`config.mk`:
```
export PLATFORM = sky130hd
export DESIGN_NAME = pipe_ctrl
export DESIGN_NICKNAME = d
export VERILOG_FILES = /design/src/rtl/pipe_ctrl_pkg.sv /design/src/rtl/pipe_bus_fsm.sv /design/src/rtl/pipe_ctrl.sv
export SDC_FILE = /design/constraint.sdc
export NUM_CORES = 1
export LEC_CHECK = 0
export CELL_PAD_IN_SITES_DETAIL_PLACEMENT = 1
export CELL_PAD_IN_SITES_GLOBAL_PLACEMENT = 1
export CORE_UTILIZATION = 21
export CTS_BUF_LIST = sky130_fd_sc_hd__clkbuf_4
export DETAILED_ROUTE_END_ITERATION = 12
export HOLD_SLACK_MARGIN = 0.08
export MAX_ROUTING_LAYER = met4
export PLACE_DENSITY_LB_ADDON = 0.08
export SLEW_MARGIN = 20
export SYNTH_ARGS = -nofsm -noshare
export SYNTH_HDL_FRONTEND = slang
export SYNTH_SLANG_ARGS = --single-unit
```
`constraint.sdc`:
```
create_clock -name clk -period 1.65 [get_ports clk]
set_input_delay 0.165 -clock clk [delete_from_list [all_inputs] [get_ports clk]]
set_output_delay 0.165 -clock clk [all_outputs]
set_load 0.005 [all_outputs]
```
`src/rtl/pipe_ctrl_pkg.sv`:
```
// Shared types and constants for the pipeline hazard/bus controller.
// Holds the data and inst bus FSM encodings and the counter widths.
package pipe_ctrl_pkg;

    localparam int STALL_CNT_W = 32;
    localparam int FLUSH_CNT_W = 16;

    localparam logic [STALL_CNT_W-1:0] STALL_CNT_MAX = {STALL_CNT_W{1'b1}};
    localparam logic [FLUSH_CNT_W-1:0] FLUSH_CNT_MAX = {FLUSH_CNT_W{1'b1}};

    typedef enum logic [1:0] {
        D_IDLE      = 2'd0,
        D_WAIT_ADDR = 2'd1,
        D_WAIT_DATA = 2'd2
    } data_state_t;

    typedef enum logic [1:0] {
        I_IDLE    = 2'd0,
        I_WAIT    = 2'd1,
        I_DISCARD = 2'd2
    } inst_state_t;

endpackage

```
`src/rtl/pipe_bus_fsm.sv`:
```
// Generic req/addr_ok/data_ok bus transaction tracker (idle, address phase,
// data phase). A new request is refused while abort is high in idle.
module pipe_bus_fsm
    import pipe_ctrl_pkg::*;
(
    input  logic       clk,
    input  logic       resetn,
    input  logic       req,
    input  logic       abort,
    input  logic       addr_ok,
    input  logic       data_ok,
    output logic       bus_req,
    output logic       busy,
    output logic [1:0] state
);

    data_state_t state_r;
    data_state_t state_nxt_s;
    logic        issue_s;
    logic        bus_req_s;
    logic        busy_s;

    // Transaction phase register
    always_ff @(posedge clk or negedge resetn) begin
        if (!resetn) begin
            state_r <= D_IDLE;
        end else begin
            state_r <= state_nxt_s;
        end
    end

    // Next phase and request/busy decode; the request is never reissued in data phase
    always_comb begin
        state_nxt_s = state_r;
        issue_s     = 1'b0;
        bus_req_s   = 1'b0;
        busy_s      = 1'b0;
        case (state_r)
            D_IDLE: begin
                issue_s   = req & ~abort;
                bus_req_s = issue_s;
                busy_s    = issue_s;
                if (issue_s) begin
                    state_nxt_s = addr_ok ? D_WAIT_DATA : D_WAIT_ADDR;
                end else begin
                    state_nxt_s = D_IDLE;
                end
            end
            D_WAIT_ADDR: begin
                bus_req_s = 1'b1;
                busy_s    = 1'b1;
                if (addr_ok) begin
                    state_nxt_s = D_WAIT_DATA;
                end else begin
                    state_nxt_s = D_WAIT_ADDR;
                end
            end
            D_WAIT_DATA: begin
                busy_s = ~data_ok;
                if (data_ok) begin
                    state_nxt_s = D_IDLE;
                end else begin
                    state_nxt_s = D_WAIT_DATA;
                end
            end
            default: begin
                state_nxt_s = D_IDLE;
            end
        endcase
    end

    assign bus_req = bus_req_s;
    assign busy    = busy_s;
    assign state   = state_r;

endmodule

```
`src/rtl/pipe_ctrl.sv`:
```
// Pipeline stall/refresh controller with data and inst bus tracking.
// Optional performance counters are enabled with `define PIPE_CTRL_PERF_EN.
module pipe_ctrl
    import pipe_ctrl_pkg::*;
(
    input  logic                   clk,
    input  logic                   resetn,
    input  logic                   ex_data_req,
    input  logic                   data_addr_ok,
    input  logic                   data_data_ok,
    input  logic                   if_fetch,
    input  logic                   inst_addr_ok,
    input  logic                   inst_data_ok,
    input  logic                   div_busy,
    input  logic                   load_use,
    input  logic                   exc_flush,
    output logic                   if_id_stall,
    output logic                   if_id_refresh,
    output logic                   id_ex_stall,
    output logic                   id_ex_refresh,
    output logic                   ex_wb_stall,
    output logic                   ex_wb_refresh,
    output logic                   data_req_o,
    output logic                   inst_kill,
    output logic                   flush_pending_o,
    output logic [STALL_CNT_W-1:0] stall_cnt,
    output logic [FLUSH_CNT_W-1:0] flush_cnt
);

    logic [1:0]  d_state_s;
    logic        data_busy_s;
    logic        d_idle_s;
    logic        d_wait_data_s;
    logic        deferred_fire_s;
    logic        flush_s;
    logic        flush_pending_r;
    inst_state_t i_state_r;
    inst_state_t i_state_nxt_s;
    logic        inst_kill_s;
    logic        inst_busy_s;
    logic        ex_wb_stall_s;
    logic        if_id_stall_s;

    pipe_bus_fsm u_data_fsm (
        .clk     (clk),
        .resetn  (resetn),
        .req     (ex_data_req),
        .abort   (exc_flush),
        .addr_ok (data_addr_ok),
        .data_ok (data_data_ok),
        .bus_req (data_req_o),
        .busy    (data_busy_s),
        .state   (d_state_s)
    );

    assign d_idle_s        = (d_state_s == D_IDLE);
    assign d_wait_data_s   = (d_state_s == D_WAIT_DATA);
    // A flush raised mid-transaction waits for the data beat to land
    assign deferred_fire_s = flush_pending_r & d_wait_data_s & data_data_ok;
    assign flush_s         = (exc_flush & d_idle_s) | deferred_fire_s;

    // Deferred-flush flag: set by a flush during an open data transaction
    always_ff @(posedge clk or negedge resetn) begin
        if (!resetn) begin
            flush_pending_r <= 1'b0;
        end else if (deferred_fire_s) begin
            flush_pending_r <= 1'b0;
        end else if (exc_flush & ~d_idle_s) begin
            flush_pending_r <= 1'b1;
        end else begin
            flush_pending_r <= flush_pending_r;
        end
    end

    // Inst fetch state register
    always_ff @(posedge clk or negedge resetn) begin
        if (!resetn) begin
            i_state_r <= I_IDLE;
        end else begin
            i_state_r <= i_state_nxt_s;
        end
    end

    // Inst fetch next state; a flushed fetch still owes a response that is killed
    always_comb begin
        i_state_nxt_s = i_state_r;
        inst_kill_s   = 1'b0;
        inst_busy_s   = 1'b0;
        case (i_state_r)
            I_IDLE: begin
                inst_busy_s = if_fetch & ~inst_addr_ok;
                if (if_fetch & inst_addr_ok) begin
                    i_state_nxt_s = I_WAIT;
                end else begin
                    i_state_nxt_s = I_IDLE;
                end
            end
            I_WAIT: begin
                inst_busy_s = ~inst_data_ok;
                inst_kill_s = flush_s & inst_data_ok;
                if (inst_data_ok) begin
                    i_state_nxt_s = I_IDLE;
                end else if (flush_s) begin
                    i_state_nxt_s = I_DISCARD;
                end else begin
                    i_state_nxt_s = I_WAIT;
                end
            end
            I_DISCARD: begin
                inst_busy_s = 1'b1;
                inst_kill_s = inst_data_ok;
                if (inst_data_ok) begin
                    i_state_nxt_s = I_IDLE;
                end else begin
                    i_state_nxt_s = I_DISCARD;
                end
            end
            default: begin
                i_state_nxt_s = I_IDLE;
            end
        endcase
    end

    assign ex_wb_stall_s   = data_busy_s | div_busy;
    assign if_id_stall_s   = ex_wb_stall_s | load_use | inst_busy_s;

    assign ex_wb_stall     = ex_wb_stall_s;
    assign id_ex_stall     = ex_wb_stall_s;
    assign if_id_stall     = if_id_stall_s;
    assign if_id_refresh   = flush_s;
    assign id_ex_refresh   = flush_s | (load_use & ~ex_wb_stall_s);
    assign ex_wb_refresh   = flush_s;
    assign inst_kill       = inst_kill_s;
    assign flush_pending_o = flush_pending_r;

`ifdef PIPE_CTRL_PERF_EN
    logic [STALL_CNT_W-1:0] stall_cnt_r;
    logic [FLUSH_CNT_W-1:0] flush_cnt_r;

    // Saturating stall and flush event counters
    always_ff @(posedge clk or negedge resetn) begin
        if (!resetn) begin
            stall_cnt_r <= {STALL_CNT_W{1'b0}};
            flush_cnt_r <= {FLUSH_CNT_W{1'b0}};
        end else begin
            if (if_id_stall_s && (stall_cnt_r != STALL_CNT_MAX)) begin
                stall_cnt_r <= stall_cnt_r + {{(STALL_CNT_W-1){1'b0}}, 1'b1};
            end else begin
                stall_cnt_r <= stall_cnt_r;
            end
            if (flush_s && (flush_cnt_r != FLUSH_CNT_MAX)) begin
                flush_cnt_r <= flush_cnt_r + {{(FLUSH_CNT_W-1){1'b0}}, 1'b1};
            end else begin
                flush_cnt_r <= flush_cnt_r;
            end
        end
    end

    assign stall_cnt = stall_cnt_r;
    assign flush_cnt = flush_cnt_r;
`else
    assign stall_cnt = {STALL_CNT_W{1'b0}};
    assign flush_cnt = {FLUSH_CNT_W{1'b0}};
`endif

endmodule
```
==> results of run 1 <==
## worst register-to-register path: stages (launching register included)
cell      delay (ns)
dfrtp_1         0.42
buf_4           0.15
buf_4           0.12
ha_1            0.23
buf_4           0.16
nand4b_1        0.22
o41ai_4         0.08
## layer usage
| layer | wire length (um) | part of all wire (%) | track usage (%) |
|---|---|---|---|
| met1 | 656 | 40 | 8.615 |
| met2 | 894 | 54 | 16.26 |
| met3 | 102 | 6.2 | 3.285 |
| met4 | 0 | 0 | 0.8721 |
| met5 | 0 | 0 | - |
## kinds of logic (layout without fill, tap and decap cells)
group | count (synthesis) | count (layout) | synth area share [%]
other | 1 | 48 | 0.4819
AO/OA/AOI/OAI | 10 | 10 | 14.31
adder cells (fa/ha/maj) | 4 | 4 | 6.431
buffers and inverters | 57 | 53 | 51.61
AND/OR/NAND/NOR | 14 | 14 | 11.09
flip-flops | 5 | 5 | 16.08
## cells in the final DEF, fill, tap and decap left out, drive strengths merged
cell type,instances
dfrtp,5
conb,48
nor4bb,1
clkdlybuf4s50,9
o21ai,1
a31o,1
o21a,2
buf,25
inv,7
nor3,1
o41ai,1
o221a,1
a21o,1
clkbuf,5
nor3b,1
a311oi,1
and3,1
nand2,3
nand4b,1
nor2b,2
ha,4
dlygate4sd2,7
o2111ai,1
o21bai,1
nor2,4
## worst paths after layout
check / from / endpoint / cells after the start
min in group clk: exc_flush / flush_pending_o$_DFFE_PN0P_ / 2
hold reg to reg: flush_pending_o$_DFFE_PN0P_ / flush_pending_o$_DFFE_PN0P_ / 2
setup reg to reg: i_state_r[0]$_DFF_PN0_ / i_state_r[0]$_DFF_PN0_ / 6
max in group asynchronous: resetn / u_data_fsm.state[1]$_DFF_PN0_ / 1
hold / removal: resetn / flush_pending_o$_DFFE_PN0P_ / 1
setup / recovery: i_state_r[0]$_DFF_PN0_ / inst_kill / 5
## state kept, by name, indices dropped and copies added, names as in the netlist
register          flops
i_state_r             2
u_data_fsm.state      2
flush_pending_o       1
## area by class of cell
type	instances	area (um^2)
Timing Repair Buffer	42	359.1
Fill cell	437	2308
Tap cell	46	57.56
Inverter	7	26.28
Sequential cell	5	127.6
Clock buffer	4	30.03
Multi-Input combinational cell	76	533.0
## power by group through the flow
stage                     registers, mW  logic, mW  clock network (mW)
after CTS                         0.168      0.372               0.165
after detailed placement          0.165      0.328                   0
final                             0.168      0.406               0.155
after global routing              0.171      0.447               0.172
after global placement            0.166      0.327                   0
after floorplan                   0.167      0.225                   0
## metrics by stage
step / power [mW] / hold WS, ns / TNS, ns / cells
detailed placement: 0.4929 / 0.4089 / -1.405 / 166
finish: 0.7298 / 0.1552 / -0.1456 / 180
CTS: 0.7050 / 0.1494 / -0.09916 / 176
floorplan: 0.3917 / -0.1306 / 0 / 138
global placement: 0.4927 / 0.4067 / -1.290 / 166
global route: 0.7896 / 0.1676 / -0.5144 / 180
## repair_timing
item                                   in CTS  in global routing
buffers inserted                            6                  4
pin swaps                                   3                  6
endpoints found under the hold margin       0                  0
resized for setup                          35                  9
setup endpoints to repair                   8                  3
==> metrics.cfg, run 1 <==
[layout]
n_antenna_cell=0
final_core_util_pct=32.93
syn_to_final_growth_pct=45.66
drive_gt1_share_pct=38.81
stdcell_area_um2=1134
fin_nets=150

[worst_setup_path]
cp.required_ns=1.48
cp_cell_sequence=ha_4 -> nor4bb_4 -> a311oi_2 -> nor2_1 -> buf_2
endpoint_kind=output port
path_class=reg2out
critPathMaxStageDelay_ns=0.42
worst-path-buf-inv=1
cpLargestDelayFamily=flip-flops
rrSetupSlack_ns=0.17
arrival_ns=1.54
crit_fanout=3
startpoint_type=flop
slowest_stage=dfrtp_1

[cts]
cts_hold_buffers=0
cts.sinks=5
htreeDepth=1
clk_latency_ns=0.24
cts_tree=built
root_buffer=clkbuf_4
clock_tree.buffer_depth=2
clk_pin_slew_ns=0.04
numCtsBuffers=3

[route]
vias=590
antenna_left=0
via_per_inst=3.278
wl_per_cell_um=9.183
wl_um=1653
drt-initial-drc-count=2
drcViolationCount=0
dr.pass1.iters=2

[timing]
timing.final.crit_share_pct=103.4
worst_slack_ns=-0.05606
maxSlewViolCount=0
rsz0062_at_grt=true
post-route-min-period_ns=1.706
hold_violations=0
finalSetupViolCount=5
finClkSkew_ns=0.001234
fmax_ghz=0.5861

[outcome]
status=complete, but fails checks
violations=setup timing

[placement]
pre_cts_slack_ns=-0.2957
dpl.hpwl_um=1270
place_area_um2=924.6
portBuffers=19
gp_congestion=0.6285

[power]
p_clk_share_pct=21.3
p_seq_share_pct=23.0
intPower_uw=491.6
switching_share_pct=32.64
switchingPower_uw=238.2
power.density_nw_per_um2=643.8
ir_drop_v=0.0003298
p_comb_share_pct=55.7
leakage_nw=0.5861

[die]
dieArea_um2=3953
die_h_um=62.88
rows=21
start_util_pct=22.61
boundaryPins=68
fp.dieW_um=62.88
core_area_um2=3442

[synth]
yosysWarningCount=0
ys_async_sr_fraction_pct=100.0
synth_top_cell_by_area=buf_4
synth_area_um2=778.2
yosysMostFrequentCell=buf_4
synth-seq-cells=5
yosys.area.top_type_share_pct=48.23
seq_area_frac_synth_pct=16.08
synth-main-ff-cell=dfrtp_1
synth.avg_cell_area_um2=8.552
synth_common_cells=buf_4, inv_1, dfrtp_1
yosys-top-cells-area=buf_4, dfrtp_1, ha_1
yosys.cell_types.count=24
synth_edf_count=0
netlist_instances=91

[global_routing]
grt.total_usage_pct=8.656
grt_pass1_vias=579
grt_pass1_wl_um=2559
grt_max_degree=6
antenna_found_initial=0
gr-total-overflow=0

[flow_run]
cap_violations=0

[worst_hold_path]
hold_class=in2async

Power figures use the tool's default switching activity.
==> run 2, diff against run 1 <==
Settings changed: HOLD_SLACK_MARGIN 0.08 to unset, REMOVE_ABC_BUFFERS set to 1.
==> run 2 against run 1 <==
Against the previous run:
- the run still ends with setup timing left
- die area stayed put
- non-clock buffer count fell by 6
- maximum frequency up 1.9%
- sequential power about the same
- via count decreased by 4.2%
- critical path type unchanged
- highest routed layer unchanged
==> metrics.cfg, run 2 (synthesized netlist as in run 1, its figures left out) <==
[die]
fp.dieW_um=62.88  ; unchanged
die_h_um=62.88  ; unchanged
start_util_pct=22.61  ; unchanged
dieArea_um2=3953  ; unchanged
rows=21  ; unchanged
boundaryPins=68  ; unchanged
core_area_um2=3442  ; unchanged

[layout]
stdcell_area_um2=1017  ; was 1134 um^2
drive_gt1_share_pct=31.25  ; was 38.81%
final_common_cell=conb_1  ; unchanged
mostFrequentLayoutCells=conb_1, buf_4, clkdlybuf4s50_1  ; unchanged
fillers=432  ; was 437
syn_to_final_growth_pct=30.71  ; was 45.66%
n_antenna_cell=0  ; unchanged
fin_nets=144  ; was 150

[placement]
portBuffers=19  ; unchanged
dpl.hpwl_um=1174  ; was 1270 um
gp_congestion=0.7231  ; was 0.6285
place_area_um2=909.6  ; was 924.6 um^2
pre_cts_slack_ns=-0.2503  ; was -0.2957 ns

[flow_run]
cap_violations=0  ; unchanged

[route]
vias=565  ; was 590
dr.pass1.iters=2  ; unchanged
wl_per_cell_um=7.856  ; was 9.183 um
wl_um=1367  ; was 1653 um
antenna_left=0  ; unchanged
via_per_inst=3.247  ; was 3.278
drcViolationCount=0  ; unchanged
drt-initial-drc-count=2  ; unchanged

[timing]
finClkSkew_ns=0.002271  ; was 0.001234 ns
post-route-min-period_ns=1.675  ; was 1.706 ns
finalSetupViolCount=2  ; was 5
fmax_ghz=0.5971  ; was 0.5861 GHz
rsz0062_at_grt=true  ; unchanged
hold_violations=0  ; unchanged
worst_slack_ns=-0.02476  ; was -0.05606 ns
timing.final.crit_share_pct=101.5  ; was 103.4%
maxSlewViolCount=0  ; unchanged
tns_ns=-0.02666  ; was -0.1456 ns

[power]
leakage_nw=0.5626  ; was 0.5861 nW
intPower_uw=454.6  ; was 491.6 uW
switchingPower_uw=211.5  ; was 238.2 uW
p_clk_share_pct=23.8  ; was 21.3%
power.density_nw_per_um2=654.8  ; was 643.8 nW/um^2
p_seq_share_pct=24.7  ; was 23.0%
ir_drop_v=0.0002479  ; was 0.0003298 V
p_comb_share_pct=51.5  ; was 55.7%
switching_share_pct=31.76  ; was 32.64%

[worst_setup_path]
arrival_ns=1.51  ; was 1.54 ns
cp.required_ns=1.48  ; about the same
critPathMaxStageDelay_ns=0.38  ; was 0.42 ns
rrSetupSlack_ns=0.25  ; was 0.17 ns
endpoint_kind=output port  ; unchanged
slowest_stage=dfrtp_1  ; unchanged
crit_fanout=3  ; unchanged
startpoint_type=flop  ; unchanged
path_class=reg2out  ; unchanged
cpLargestDelayFamily=compound AO/OA/AOI/OAI gates  ; was flip-flops
cp_cell_sequence=inv_2 -> ha_2 -> inv_1 -> o221a_2 -> o2111ai_2 -> buf_2  ; was ha_4 -> nor4bb_4 -> a311oi_2 -> nor2_1 -> buf_2
crit_cells=6  ; was 5
rr_worst_depth=6  ; unchanged
worst-path-buf-inv=3  ; was 1

[cts]
htreeDepth=1  ; unchanged
clk_pin_slew_ns=0.04  ; about the same
clk_latency_ns=0.24  ; about the same
numCtsBuffers=3  ; unchanged
cts_tree=built  ; unchanged
cts.sinks=5  ; unchanged
clock_tree.buffer_depth=2  ; unchanged
root_buffer=clkbuf_4  ; unchanged

[global_routing]
grt_pass1_vias=510  ; was 579
grt_max_degree=6  ; unchanged
antenna_found_initial=0  ; unchanged
grt.total_usage_pct=7.087  ; was 8.656%
grt_pass1_wl_um=2173  ; was 2559 um
gr-total-overflow=0  ; unchanged

[worst_hold_path]
hold_class=in2async  ; unchanged

[outcome]
status=complete, but fails checks  ; unchanged
violations=setup timing  ; unchanged

## run 2: area by class of cell
cell class	instances	area [um^2]	area share [%]
multi-input cells	76	467.9	46.00
repair buffers	36	309.0	30.38
flip-flops and latches	5	126.4	12.42
well taps	46	57.56	5.658
clock buffers	4	30.03	2.952
inverters	7	26.28	2.583
## run 2: stage by stage
step | cells | util, % | total power [mW] | hold slack [ns]
global placement | 164 | 26.43 | 0.4808 | 0.4102
global route | 174 | 29.55 | 0.7219 | 0.1689
finish | 174 | 29.55 | 0.6661 | 0.1568
CTS | 173 | 28.72 | 0.6691 | 0.1496
floorplan | 88 | - | 0.3001 | -0.1306
detailed placement | 164 | 26.43 | 0.4792 | 0.4138
## run 2: timing repair
item	CTS	global route
resized for setup	21	9
buffers inserted	5	1
hold buffers	0	0
pin swaps	7	3
setup endpoints to repair	8	4
## run 2: path summary, 6_finish.rpt
check	from	end
worst max-delay path	i_state_r[1]$_DFF_PN0_	if_id_stall
worst min-delay path	resetn	u_data_fsm.state[1]$_DFF_PN0_
worst max register to register	u_data_fsm.state[1]$_DFF_PN0_	i_state_r[1]$_DFF_PN0_
worst min register to register	flush_pending_o$_DFFE_PN0P_	flush_pending_o$_DFFE_PN0P_
max in group asynchronous	resetn	u_data_fsm.state[0]$_DFF_PN0_
min in group clk	exc_flush	flush_pending_o$_DFFE_PN0P_
## run 2: layer usage
layer	global-route usage, %	vias to the layer above	wire [um]
met5	-	-	0
met4	3.488	0	0
met1	8.497	254	547
li1	-	269	-
met3	1.095	0	126
met2	11.42	42	693
## run 2: power by group through the flow
stage / Clock [mW] / Combinational, mW / Sequential (mW)
after floorplan: 0 / 0.133 / 0.167
after global placement: 0 / 0.318 / 0.163
after detailed placement: 0 / 0.315 / 0.164
after CTS: 0.167 / 0.339 / 0.164
after global routing: 0.171 / 0.381 / 0.169
final: 0.158 / 0.343 / 0.165
==> run 3, diff against run 2 <==
Settings changed: CORE_MARGIN set to 8, SLEW_MARGIN 20 to 10.
==> run 3 against run 2 <==
Against the previous run:
- the run still ends with setup timing left
- cell area rose by 2.6%
- first-iteration DRC count did not move
- non-clock buffer count fell by 1
- setup slack improved by 0.0025 ns
- via count rose by 0.88%
- critical path type unchanged
- highest routed layer is now met4
==> metrics.cfg, run 3 (synthesized netlist as in run 1, its figures left out) <==
[power]
ir_drop_v=0.0004180  ; was 0.0002479 V
leakage_nw=0.5416  ; was 0.5626 nW
power.density_nw_per_um2=657.8  ; was 654.8 nW/um^2

[placement]
dpl.hpwl_um=1725  ; was 1174 um
gp_congestion=0.6868  ; was 0.7231
pre_cts_slack_ns=-0.2772  ; was -0.2503 ns
placedCellCount=167  ; was 164
portBuffers=19  ; unchanged
place_area_um2=919.6  ; was 909.6 um^2

[cts]
htreeDepth=1  ; unchanged
clk_latency_ns=0.23  ; was 0.24 ns
numCtsBuffers=3  ; unchanged
cts.sinks=5  ; unchanged
clk_pin_slew_ns=0.04  ; about the same
cts_tree=built  ; unchanged
clock_tree.buffer_depth=2  ; unchanged
root_buffer=clkbuf_4  ; unchanged

[timing]
finClkSkew_ns=0.002624  ; was 0.002271 ns
hold_violations=0  ; unchanged
maxSlewViolCount=0  ; unchanged
whs_ns=0.1689  ; was 0.1568 ns
post-route-min-period_ns=1.672  ; was 1.675 ns
worst_slack_ns=-0.02231  ; was -0.02476 ns
fmax_ghz=0.5980  ; was 0.5971 GHz
rsz0062_at_grt=true  ; unchanged
tns_ns=-0.02231  ; was -0.02666 ns
timing.final.crit_share_pct=101.4  ; was 101.5%
finalSetupViolCount=1  ; was 2

[worst_setup_path]
crit_cells=6  ; unchanged
slowest_stage=dfrtp_1  ; unchanged
critPathMaxStageDelay_ns=0.39  ; was 0.38 ns
worst-path-buf-inv=2  ; was 3
path_class=reg2out  ; unchanged
cp_cell_sequence=buf_4 -> ha_4 -> nor4bb_4 -> a311oi_2 -> nor2_1 -> clkbuf_2  ; was inv_2 -> ha_2 -> inv_1 -> o221a_2 -> o2111ai_2 -> buf_2
startpoint_type=flop  ; unchanged
arrival_ns=1.51  ; about the same
rr_worst_depth=6  ; unchanged
crit_fanout=3  ; unchanged
cp.required_ns=1.48  ; about the same
cpLargestDelayFamily=flip-flops  ; was compound AO/OA/AOI/OAI gates
endpoint_kind=output port  ; unchanged

[layout]
stdcell_count=175  ; was 174
stdcell_area_um2=1044  ; was 1017 um^2
mostFrequentLayoutCells=conb_1, buf_4, clkdlybuf4s50_1  ; unchanged
syn_to_final_growth_pct=34.08  ; was 30.71%
final_common_cell=conb_1  ; unchanged
fin_nets=143  ; was 144
n_antenna_cell=0  ; unchanged
drive_gt1_share_pct=31.50  ; was 31.25%

[route]
dr.pass1.iters=2  ; unchanged
via_per_inst=3.257  ; was 3.247
drt-initial-drc-count=2  ; unchanged
drcViolationCount=0  ; unchanged
vias=570  ; was 565
wl_um=1884  ; was 1367 um
antenna_left=0  ; unchanged
wl_per_cell_um=10.77  ; was 7.856 um

[global_routing]
grt_pass1_wl_um=3201  ; was 2173 um
top_usage_layer=met2  ; unchanged
met3_usage_pct=4.196  ; was 1.095%
met1_usage_pct=6.170  ; was 8.497%
grt_pass1_vias=687  ; was 510
gr-total-overflow=0  ; unchanged
use_met2_pct=10.54  ; was 11.42%
grt.total_usage_pct=6.525  ; was 7.087%
antenna_found_initial=0  ; unchanged
grt_max_degree=6  ; unchanged

[flow_run]
cap_violations=0  ; unchanged

[die]
dieArea_um2=5910  ; was 3953 um^2
boundaryPins=68  ; unchanged
start_util_pct=21.58  ; was 22.61%
fp.dieW_um=76.88  ; was 62.88 um
die_h_um=76.88  ; was 62.88 um
core_area_um2=3606  ; was 3442 um^2
rows=22  ; was 21

[outcome]
violations=setup timing  ; unchanged
status=complete, but fails checks  ; unchanged

[worst_hold_path]
hold_class=in2async  ; unchanged

-- run 3: cell types whose count changed in the layout (fill, tap and decap cells not counted), moves of 2 or more --
cell,change
ha_4,+2
ha_2,-2
dlymetal6s2s_1,-3
dlygate4sd2_1,+3
-- run 3: area by class of cell --
type | count | area (um^2)
fillers | 462 | 2562
multi-input cells | 76 | 510.5
inverters | 7 | 26.28
repair buffers | 35 | 290.3
flip-flops and latches | 5 | 126.4
clock buffers | 4 | 30.03
well taps | 48 | 60.06
-- run 3: repair_timing --
item	4_1_cts	5_1_grt
gates resized for setup	22	13
pin swaps	4	0
endpoints found under the setup margin	8	2
buffers inserted	2	2
hold buffers	0	0
-- run 3: path summary, 6_finish.rpt --
path	start	slack (ns)	to
min reg2reg	flush_pending_o$_DFFE_PN0P_	0.59	flush_pending_o$_DFFE_PN0P_
min in group clk	exc_flush	0.39	flush_pending_o$_DFFE_PN0P_
min	resetn	0.17	flush_pending_o$_DFFE_PN0P_
max in group asynchronous	resetn	1.25	u_data_fsm.state[1]$_DFF_PN0_
max	i_state_r[0]$_DFF_PN0_	-0.02	inst_kill
max reg2reg	i_state_r[0]$_DFF_PN0_	0.23	i_state_r[0]$_DFF_PN0_
-- run 3: report_power, final --
part           internal [mW]  switching [mW]
logic                  0.209           0.159
clock network          0.107          0.0435
registers              0.146          0.0218
total                  0.462           0.224
-- run 3: per-layer routing --
metal  up-vias  routed length [um]
met1       257                 716
met5         -                   0
met2        42                 881
met4         0                   8
met3         2                 278
li1        269                   -
-- run 3: per-stage QoR --
stage               total power [mW]  utilization, %
floorplan                     0.3001               -
global placement              0.4881           25.50
detailed placement            0.4900           25.50
CTS                           0.6501           27.13
global route                  0.7521           28.94
finish                        0.6864           28.94
-- run 3: worst reg2reg max path, stage by stage, from the launching register on --
cell	delay [ns]
dfrtp_1	0.39
buf_4	0.14
buf_4	0.12
ha_1	0.21
buf_4	0.16
nand4b_1	0.22
o41ai_4	0.09
